==> src/rtl/tone_bank.sv <==
// Bank of independent square-wave tone generators with per-channel half-period
// divider, optional half-period duration limit, output gating and a live mix count.
module tone_bank #(
  parameter int unsigned CH    = 4,
  parameter int unsigned DIV_W = 24,
  parameter int unsigned DUR_W = 16,
  localparam int unsigned MIX_W = $clog2(CH + 1)
) (
  input  logic              clk,
  input  logic              rst,
  input  logic              cfg_valid,
  output logic              cfg_ready,
  input  logic [3:0]        cfg_ch,
  input  logic [DIV_W-1:0]  cfg_half,
  input  logic [DUR_W-1:0]  cfg_dur,
  output logic              cfg_err,
  input  logic [CH-1:0]     sw,
  output logic [CH-1:0]     signal,
  output logic [CH-1:0]     busy,
  output logic [CH-1:0]     done,
  output logic [MIX_W-1:0]  mix
);

  typedef enum logic {IDLE = 1'b0, PLAY = 1'b1} state_e;

  state_e           state_q [CH];
  state_e           state_d [CH];
  logic [DIV_W-1:0] cnt_q   [CH];
  logic [DIV_W-1:0] cnt_d   [CH];
  logic [DIV_W-1:0] half_q  [CH];
  logic [DIV_W-1:0] half_d  [CH];
  logic [DUR_W-1:0] dcnt_q  [CH];
  logic [DUR_W-1:0] dcnt_d  [CH];
  logic [DUR_W-1:0] dur_q   [CH];
  logic [DUR_W-1:0] dur_d   [CH];
  logic [CH-1:0]    tone_q, tone_d;
  logic [CH-1:0]    done_q, done_d;
  logic             err_q, err_d;

  logic accept_c;
  logic ch_ok_c;

  assign cfg_ready = ~rst;
  assign accept_c  = cfg_valid & cfg_ready;
  assign ch_ok_c   = 32'(cfg_ch) < CH;

  // State register and per-channel datapath registers
  always_ff @(posedge clk) begin
    if (rst) begin
      for (int unsigned i = 0; i < CH; i++) begin
        state_q[i] <= IDLE;
        cnt_q[i]   <= '0;
        half_q[i]  <= '0;
        dcnt_q[i]  <= '0;
        dur_q[i]   <= '0;
      end
      tone_q <= '0;
      done_q <= '0;
      err_q  <= 1'b0;
    end else begin
      for (int unsigned i = 0; i < CH; i++) begin
        state_q[i] <= state_d[i];
        cnt_q[i]   <= cnt_d[i];
        half_q[i]  <= half_d[i];
        dcnt_q[i]  <= dcnt_d[i];
        dur_q[i]   <= dur_d[i];
      end
      tone_q <= tone_d;
      done_q <= done_d;
      err_q  <= err_d;
    end
  end

  // Next-state: a command to a channel overrides its own terminal toggle
  always_comb begin
    tone_d = tone_q;
    done_d = '0;
    err_d  = accept_c & ~ch_ok_c;
    for (int unsigned i = 0; i < CH; i++) begin
      state_d[i] = state_q[i];
      cnt_d[i]   = cnt_q[i];
      half_d[i]  = half_q[i];
      dcnt_d[i]  = dcnt_q[i];
      dur_d[i]   = dur_q[i];
      if (accept_c && ch_ok_c && (cfg_ch == 4'(i))) begin
        state_d[i] = (cfg_half == '0) ? IDLE : PLAY;
        cnt_d[i]   = '0;
        dcnt_d[i]  = '0;
        tone_d[i]  = 1'b0;
        half_d[i]  = cfg_half;
        dur_d[i]   = cfg_dur;
      end else if (state_q[i] == PLAY) begin
        if (cnt_q[i] == half_q[i] - DIV_W'(1)) begin
          cnt_d[i] = '0;
          if ((dur_q[i] != '0) && (dcnt_q[i] == dur_q[i] - DUR_W'(1))) begin
            state_d[i] = IDLE;
            dcnt_d[i]  = '0;
            tone_d[i]  = 1'b0;
            done_d[i]  = 1'b1;
          end else begin
            tone_d[i] = ~tone_q[i];
            if (dur_q[i] != '0) begin
              dcnt_d[i] = dcnt_q[i] + DUR_W'(1);
            end
          end
        end else begin
          cnt_d[i] = cnt_q[i] + DIV_W'(1);
        end
      end
    end
  end

  // Outputs: sw only gates the visible waveform
  always_comb begin
    busy   = '0;
    mix    = '0;
    signal = tone_q & sw;
    for (int unsigned i = 0; i < CH; i++) begin
      busy[i] = (state_q[i] == PLAY);
      mix     = mix + MIX_W'(tone_q[i] & sw[i]);
    end
  end

  assign done    = done_q;
  assign cfg_err = err_q;

endmodule

==> config.mk <==
export PLATFORM = sky130hd
export DESIGN_NAME = tone_bank
export DESIGN_NICKNAME = d
export VERILOG_FILES = /design/src/rtl/tone_bank.sv
export SDC_FILE = /design/constraint.sdc
export NUM_CORES = 1
export LEC_CHECK = 0
export ABC_AREA = 1
export CORE_MARGIN = 10
export CORE_UTILIZATION = 30
export CTS_CLUSTER_DIAMETER = 120
export CTS_CLUSTER_SIZE = 25
export DETAILED_ROUTE_END_ITERATION = 8
export GPL_TIMING_DRIVEN = 0
export PLACE_DENSITY_LB_ADDON = 0.3
export SLEW_MARGIN = 5
export SYNTH_ARGS = -nofsm -noshare
export SYNTH_HDL_FRONTEND = slang
export SYNTH_SLANG_ARGS = --single-unit
==> constraint.sdc <==
create_clock -name clk -period 2.1 [get_ports clk]
set_input_delay 0.21 -clock clk [delete_from_list [all_inputs] [get_ports clk]]
set_output_delay 0.21 -clock clk [all_outputs]
set_load 0.1 [all_outputs]
==> impl_metrics.env, run 1 <==
export IMPL_area_delta_synth_final_pct=27.4
export IMPL_synth_top_family_by_area="simple AND/OR/NAND/NOR gates"
export IMPL_yosysMostFrequentCell="nand2_1"
export IMPL_postRouteAntennaNets=0
export IMPL_synth_nets=3799
export IMPL_fin_ws_ps=-356
export IMPL_hold_viol=0
export IMPL_p_total_w=0.0129
export IMPL_fin_crit_sh_pct=117
export IMPL_hold_class="in2reg"
export IMPL_n_fill_cell=8140
export IMPL_netlist_area_um2=23100
export IMPL_grt_pass1_wl_um=128000
export IMPL_synth_seq_area_share_pct=28.8
export IMPL_async_flop_share_pct=0
export IMPL_place_area_um2=25200
export IMPL_vias=24600
export IMPL_crit_top_cell="ha_4"
export IMPL_initial_core_util_pct=30.4
export IMPL_slowest_stage="fa_1"
export IMPL_outcome="complete, but fails checks"
export IMPL_antenna_found_initial=3
export IMPL_worstPathCellList="nand2_8 > fa_1 > inv_2 > ha_4 > ha_4 > buf_12"
export IMPL_max_freq_ghz=0.407
export IMPL_worstSkewPairLatency_ps=580
export IMPL_diodes=0
export IMPL_drive_gt1_share_pct=20.9
export IMPL_synth_seq_cells=333
export IMPL_synth_edf_count=0
export IMPL_grt_max_degree=26
export IMPL_critPathTopFamily="adder cells"
export IMPL_fin_skew_ps=27.8
export IMPL_netlist_instances=3725
export IMPL_ys_types=50
export IMPL_maxCapViolCount=0
export IMPL_crit_type="reg2out"
export IMPL_yosysTopAreaCellShare_pct=28.8
export IMPL_relSlewSlack_pct=35.6
export IMPL_synthSimpleGateAreaFrac_pct=40.9
export IMPL_cts_sinks=333
export IMPL_htree_levels=1
export IMPL_slew_violations=0
export IMPL_setup_viol_count_final=170
export IMPL_arrival_ps=2250
export IMPL_clock_path_buffers=3
export IMPL_numPortBuffers=67
export IMPL_dieArea_um2=88600
export IMPL_area_sequential_um2=6740
export IMPL_cts_root_buffer="clkbuf_16"
export IMPL_num_rows=101
export IMPL_timing_critical_path_buf_inv=2
export IMPL_rsz0062_at_grt="yes"
export IMPL_synthMuxAreaShare_pct=0
export IMPL_routed_wl_um=83200
export IMPL_postSynthAreaPerCell_um2=6.21
export IMPL_violations="negative setup slack"
export IMPL_yosys_most_used_dff="dfxtp_1"
export IMPL_final_cell_area_um2=29500
export IMPL_cp_end_kind="output pin"
export IMPL_synth_top_cell_by_area="dfxtp_1"
export IMPL_multiInputGateArea_um2=16400
export IMPL_gp_congestion=0.922
export IMPL_p_leak_nw=12.8
export IMPL_routedWlPerCell_um=16.6
export IMPL_worst_slew_pin_transition_ps=970
export IMPL_finalSetupTns_ps=-32000
export IMPL_cp_required_ps=1890
export IMPL_yosysWarningCount=0
export IMPL_fp_coreArea_um2=76200
export IMPL_yosys_area_share_xor_xnor_pct=10.2
export IMPL_fin_util_pct=38.7
export IMPL_synth_adder_area_share_pct=1.28
export IMPL_worst_path_max_fanout=2
export IMPL_netlist_top_cells_count="nand2_1 (884), nor2_1 (598), inv_1 (432)"
export IMPL_layout_min_cycle_time_ps=2460
export IMPL_die_x_um=298
export IMPL_stdcell_count=5012
export IMPL_dr_pass1_iters=6
export IMPL_ir_worst_vdd_uv=625
export IMPL_grt_usage_pct=17.7
export IMPL_place_hpwl_um=61600
export IMPL_drtIter0Drc=1841
export IMPL_grt_pass1_vias=22800
export IMPL_layout_nets=4053
export IMPL_numCtsBuffers=17
export IMPL_boundaryPins=68
export IMPL_cp_start_kind="register"
export IMPL_via_per_inst=4.91
export IMPL_die_h_um=298
export IMPL_tritoncts="built"
export IMPL_path_clk_slew_ps=120
export IMPL_drc=0
export IMPL_gr_total_overflow=0
export IMPL_dp_cells=4822
export IMPL_p_per_area_nw_per_um2=436
export IMPL_cp_slowest_stage_delay_ps=550
export IMPL_ys_top_cells_by_area="dfxtp_1 (29%), nand2_1 (14%), nor2_1 (9.7%)"
export IMPL_synth_compound_area_share_pct=9.27
[flip-flops by register name, summed over array words and instances, names as in the netlist]
| name | flops |
|---|---|
| half_q | 96 |
| state_q | 4 |
| dur_q | 64 |
| dcnt_q | 64 |
| cfg_err | 1 |
| cnt_q | 96 |
| tone_q | 4 |
| done | 4 |
[layout by cell type, fill, tap and decap left out, types with 8 or more instances in the layout]
cell type          n
nand3_4           11
nand2_1          767
nor2_1           490
a21oi_1          137
buf_6             73
buf_8              8
dfxtp_4           12
nand3_1          222
inv_2             20
nor4_1            31
ha_1              12
xnor2_1           84
clkbuf_2          11
clkbuf_16         17
xor2_1           174
nor3_2            22
nand2_2          101
buf_12             8
buf_2              9
buf_4            109
nand2_4           26
dfxtp_2           26
clkbuf_1          58
nor3_1            46
ha_4               9
nor2_2            95
inv_1            413
nand4_1           93
dfxtp_1          295
o21ai_0          194
nand3b_1          42
a21oi_2           64
nor2_4            84
clkdlybuf4s50_1   49
nand3_2           56
[where the power goes]
| group | internal [W] | switching [W] |
|---|---|---|
| clock | 0.00154 | 0.00238 |
| sequential | 0.00634 | 0.0000630 |
| combinational | 0.000891 | 0.00165 |
| total | 0.00878 | 0.00409 |
[layout make-up]
cell class              instances  share of cell area [%]
multi-input cells            2839                    55.5
flip-flops and latches        333                    22.9
repair buffers                238                    7.71
inverters                     447                    5.79
well taps                    1030                    4.37
plain buffers                 103                    2.13
clock buffers                  19                    1.50
clock inverters                 3                   0.102
[metrics by stage]
step | hold WS (ps) | worst slack [ps]
floorplan | 279 | 5.56
finish | 86.1 | -356
global route | 91.3 | -457
CTS | 201 | -352
detailed placement | 477 | -2210
global placement | 474 | -2210
[routing by layer]
metal	share of wire [%]	track usage [%]	wire, um	vias to the layer above
met5	0	0	0	-
met1	46	24.2	38500	11500
met3	6.1	2.73	5040	94
met4	2.2	3.71	1860	0
met2	45	29.1	37700	578
li1	-	-	-	12400
[path summary, 6_finish.rpt]
path,slack (ps),cells past startpoint,to,startpoint
worst min register to register,490,2,dcnt_q[3][6]$_SDFFE_PP0P_,dcnt_q[3][6]$_SDFFE_PP0P_
worst min-delay path,90,2,state_q[1]$_SDFF_PP0_,rst
worst max-delay path,-360,6,mix[1],tone_q[1]$_SDFFE_PP0P_
worst max register to register,-280,18,cnt_q[1][13]$_SDFFE_PP0P_,half_q[1][1]$_SDFFE_PP0P_
[repair_timing]
action | CTS | global route
pin swaps | 139 | 166
cloned | 17 | 1
hold buffers | 0 | 0
setup endpoints to repair | 350 | 241
resized for setup | 487 | 314
setup buffers | 123 | 43
hold endpoints to repair | 0 | 0
[kinds of logic (layout without fill, tap and decap cells)]
logic type,count (synthesis),in the layout
AOI/OAI and AO/OA,421,421
xor gates and xnor gates,267,267
adders and majority gates,23,23
buffers and inverters,554,810
DFF,333,333
and+or+nand+nor,2127,2128
(Power assumes the default switching activity.)
==> run 2, diff against run 1 <==
--- a/config.mk
+++ b/config.mk
@@ -7,5 +7,5 @@
 export LEC_CHECK = 0
 export ABC_AREA = 1
-export CORE_MARGIN = 10
+export CORE_MARGIN = 5
 export CORE_UTILIZATION = 30
 export CTS_CLUSTER_DIAMETER = 120
==> constraint.sdc (replaced) <==
create_clock -name clk -period 2.1 [get_ports clk]
set_input_delay 0.21 -clock clk [delete_from_list [all_inputs] [get_ports clk]]
set_output_delay 0.21 -clock clk [all_outputs]
set_load 0.01 [all_outputs]
==> run 2 against run 1 <==
  * The flow still finishes with violations (negative setup slack)
  * Maximum frequency shrank 0.16%
  * First-iteration DRC count decreased by 11%
  * Sequential share of layout area rose by 0.30 points
  * Setup slack lost 3.9 ps
  * Final area decreased by 1.3%
  * Combinational power hardly changed
  * Power increased by 1.1%
  * Register-to-register slack worse by 80 ps
==> impl_metrics.env, run 2 (synthesis gave the netlist of run 1 again) <==
export IMPL_drive_gt1_share_pct=19.3
export IMPL_finalSetupTns_ps=-36000
export IMPL_path_clk_slew_ps=110
export IMPL_multiInputGateArea_um2=16200
export IMPL_area_delta_synth_final_pct=25.7
export IMPL_worst_path_max_fanout=5
export IMPL_place_hpwl_um=61500
export IMPL_maxCapViolCount=0
export IMPL_grt_max_degree=26
export IMPL_gp_congestion=0.933
export IMPL_setup_viol_count_final=173
export IMPL_outcome="complete, but fails checks"
export IMPL_area_sequential_um2=6740
export IMPL_num_rows=101
export IMPL_cts_sinks=333
export IMPL_top_regs="cnt_q (96), half_q (96)"
export IMPL_arrival_ps=2880
export IMPL_dp_cells=4822
export IMPL_clock_path_buffers=3
export IMPL_routed_top_layer="met5"
export IMPL_relSlewSlack_pct=52.3
export IMPL_gr_total_overflow=0
export IMPL_layout_min_cycle_time_ps=2460
export IMPL_antenna_found_initial=3
export IMPL_worst_slew_pin_transition_ps=715
export IMPL_postRouteAntennaNets=0
export IMPL_grt_pass1_wl_um=124000
export IMPL_layout_nets=4022
export IMPL_violations="negative setup slack"
export IMPL_worstSkewPairLatency_ps=550
export IMPL_via_per_inst=4.90
export IMPL_n_fill_cell=8191
export IMPL_p_per_area_nw_per_um2=447
export IMPL_fp_coreArea_um2=76200
export IMPL_cp_slowest_stage_delay_ps=350
export IMPL_numPortBuffers=67
export IMPL_drc=0
export IMPL_hold_class="in2reg"
export IMPL_cts_hold_buffers=0
export IMPL_fin_crit_sh_pct=117
export IMPL_cp_end_kind="register"
export IMPL_die_h_um=288
export IMPL_tritoncts="built"
export IMPL_cp_start_kind="register"
export IMPL_initial_core_util_pct=30.4
export IMPL_drtIter0Drc=1640
export IMPL_dieArea_um2=82800
export IMPL_grt_pass1_vias=22300
export IMPL_worstPathCellList="inv_2 > ha_4 > nand2_8 > nor2_4 > buf_6 > nand4_1 > nand3_2 > nand3_2 > nor2_2 > nand3_2 > nor2_4 > nand2_4 > clkbuf_16 > nand2_2 > a21oi_1"
export IMPL_wl_met2_um=35900
export IMPL_crit_top_cell="nand3_2"
export IMPL_final_cell_area_um2=29100
export IMPL_max_freq_ghz=0.406
export IMPL_ir_worst_vdd_uv=441
export IMPL_dr_pass1_iters=8
export IMPL_p_leak_nw=12.6
export IMPL_routedLengthMet1_um=37900
export IMPL_hold_viol=0
export IMPL_stdcell_count=4985
export IMPL_boundaryPins=68
export IMPL_numCtsBuffers=18
export IMPL_cp_required_ps=2520
export IMPL_reg2reg_slack_ps=-360
export IMPL_routedWlPerCell_um=16.4
export IMPL_grt_usage_pct=18.6
export IMPL_final_cell_mix="nand2_1 (776), nor2_1 (492), inv_1 (412)"
export IMPL_die_x_um=288
export IMPL_rsz0062_at_grt="yes"
export IMPL_vias=24400
export IMPL_routed_wl_um=81700
export IMPL_final_common_cell="nand2_1"
export IMPL_fin_ws_ps=-360
export IMPL_wl_met3_um=5610
export IMPL_slew_violations=0
export IMPL_htree_levels=1
export IMPL_diodes=0
export IMPL_slowest_stage="dfxtp_2"
export IMPL_cts_root_buffer="clkbuf_16"
export IMPL_fin_skew_ps=22.1
export IMPL_place_area_um2=25200
export IMPL_crit_type="reg2reg"
export IMPL_hold_ws_ps=7.50
-- run 2: path summary, 6_finish.rpt --
check | start | cells after the start | end
worst max-delay path | half_q[3][1]$_SDFFE_PP0P_ | 15 | dcnt_q[3][9]$_SDFFE_PP0P_
worst min register to register | half_q[1][1]$_SDFFE_PP0P_ | 2 | half_q[1][1]$_SDFFE_PP0P_
worst max register to register | half_q[3][1]$_SDFFE_PP0P_ | 15 | dcnt_q[3][9]$_SDFFE_PP0P_
worst min-delay path | rst | 2 | state_q[3]$_SDFF_PP0_
-- run 2: worst max-delay path, delay by kind of cell (launching register included) --
kind / cells / cell delay, ps
flip-flops: 1 / 350
AO/OA/AOI/OAI: 1 / 60
buffers and inverters: 3 / 390
AND/OR/NAND/NOR: 10 / 1330
adder cells (fa/ha/maj): 1 / 190
-- run 2: layer usage --
layer  global-route usage, %  vias up
li1                        -    12300
met1                    26.1    11300
met2                    29.8      639
met3                    3.11      107
met4                    4.86        2
met5                       0        -
-- run 2: through the flow --
step | power [W] | utilization, % | setup WS [ps]
after floorplan | 0.00787 | - | 5.56
after global placement | 0.00854 | 33.0 | -2230
after detailed placement | 0.00854 | 33.0 | -2210
after CTS | 0.0129 | 36.1 | -306
after global routing | 0.0136 | 38.2 | -468
final | 0.0130 | 38.2 | -360
-- run 2: timing repair --
item                       CTS  global route
resized for setup          318           361
buffers inserted            83            50
setup endpoints to repair  340           217
pin swaps                  102           140
gates cloned                10             8
-- run 2: area by class of cell --
type | count | share of cell area, %
buffer | 102 | 2.09
inverter | 447 | 5.87
clock buffer | 20 | 1.68
tap | 1030 | 4.43
timing repair buffer | 206 | 6.84
clock inverter | 7 | 0.181
multi-input combinational | 2840 | 55.7
sequential | 333 | 23.2
-- run 2: where the power goes --
part	total (W)	switching [W]	internal (W)
Clock	0.00409	0.00237	0.00172
Sequential	0.00641	0.0000630	0.00634
Combinational	0.00252	0.00162	0.000900
Total	0.0130	0.00405	0.00896
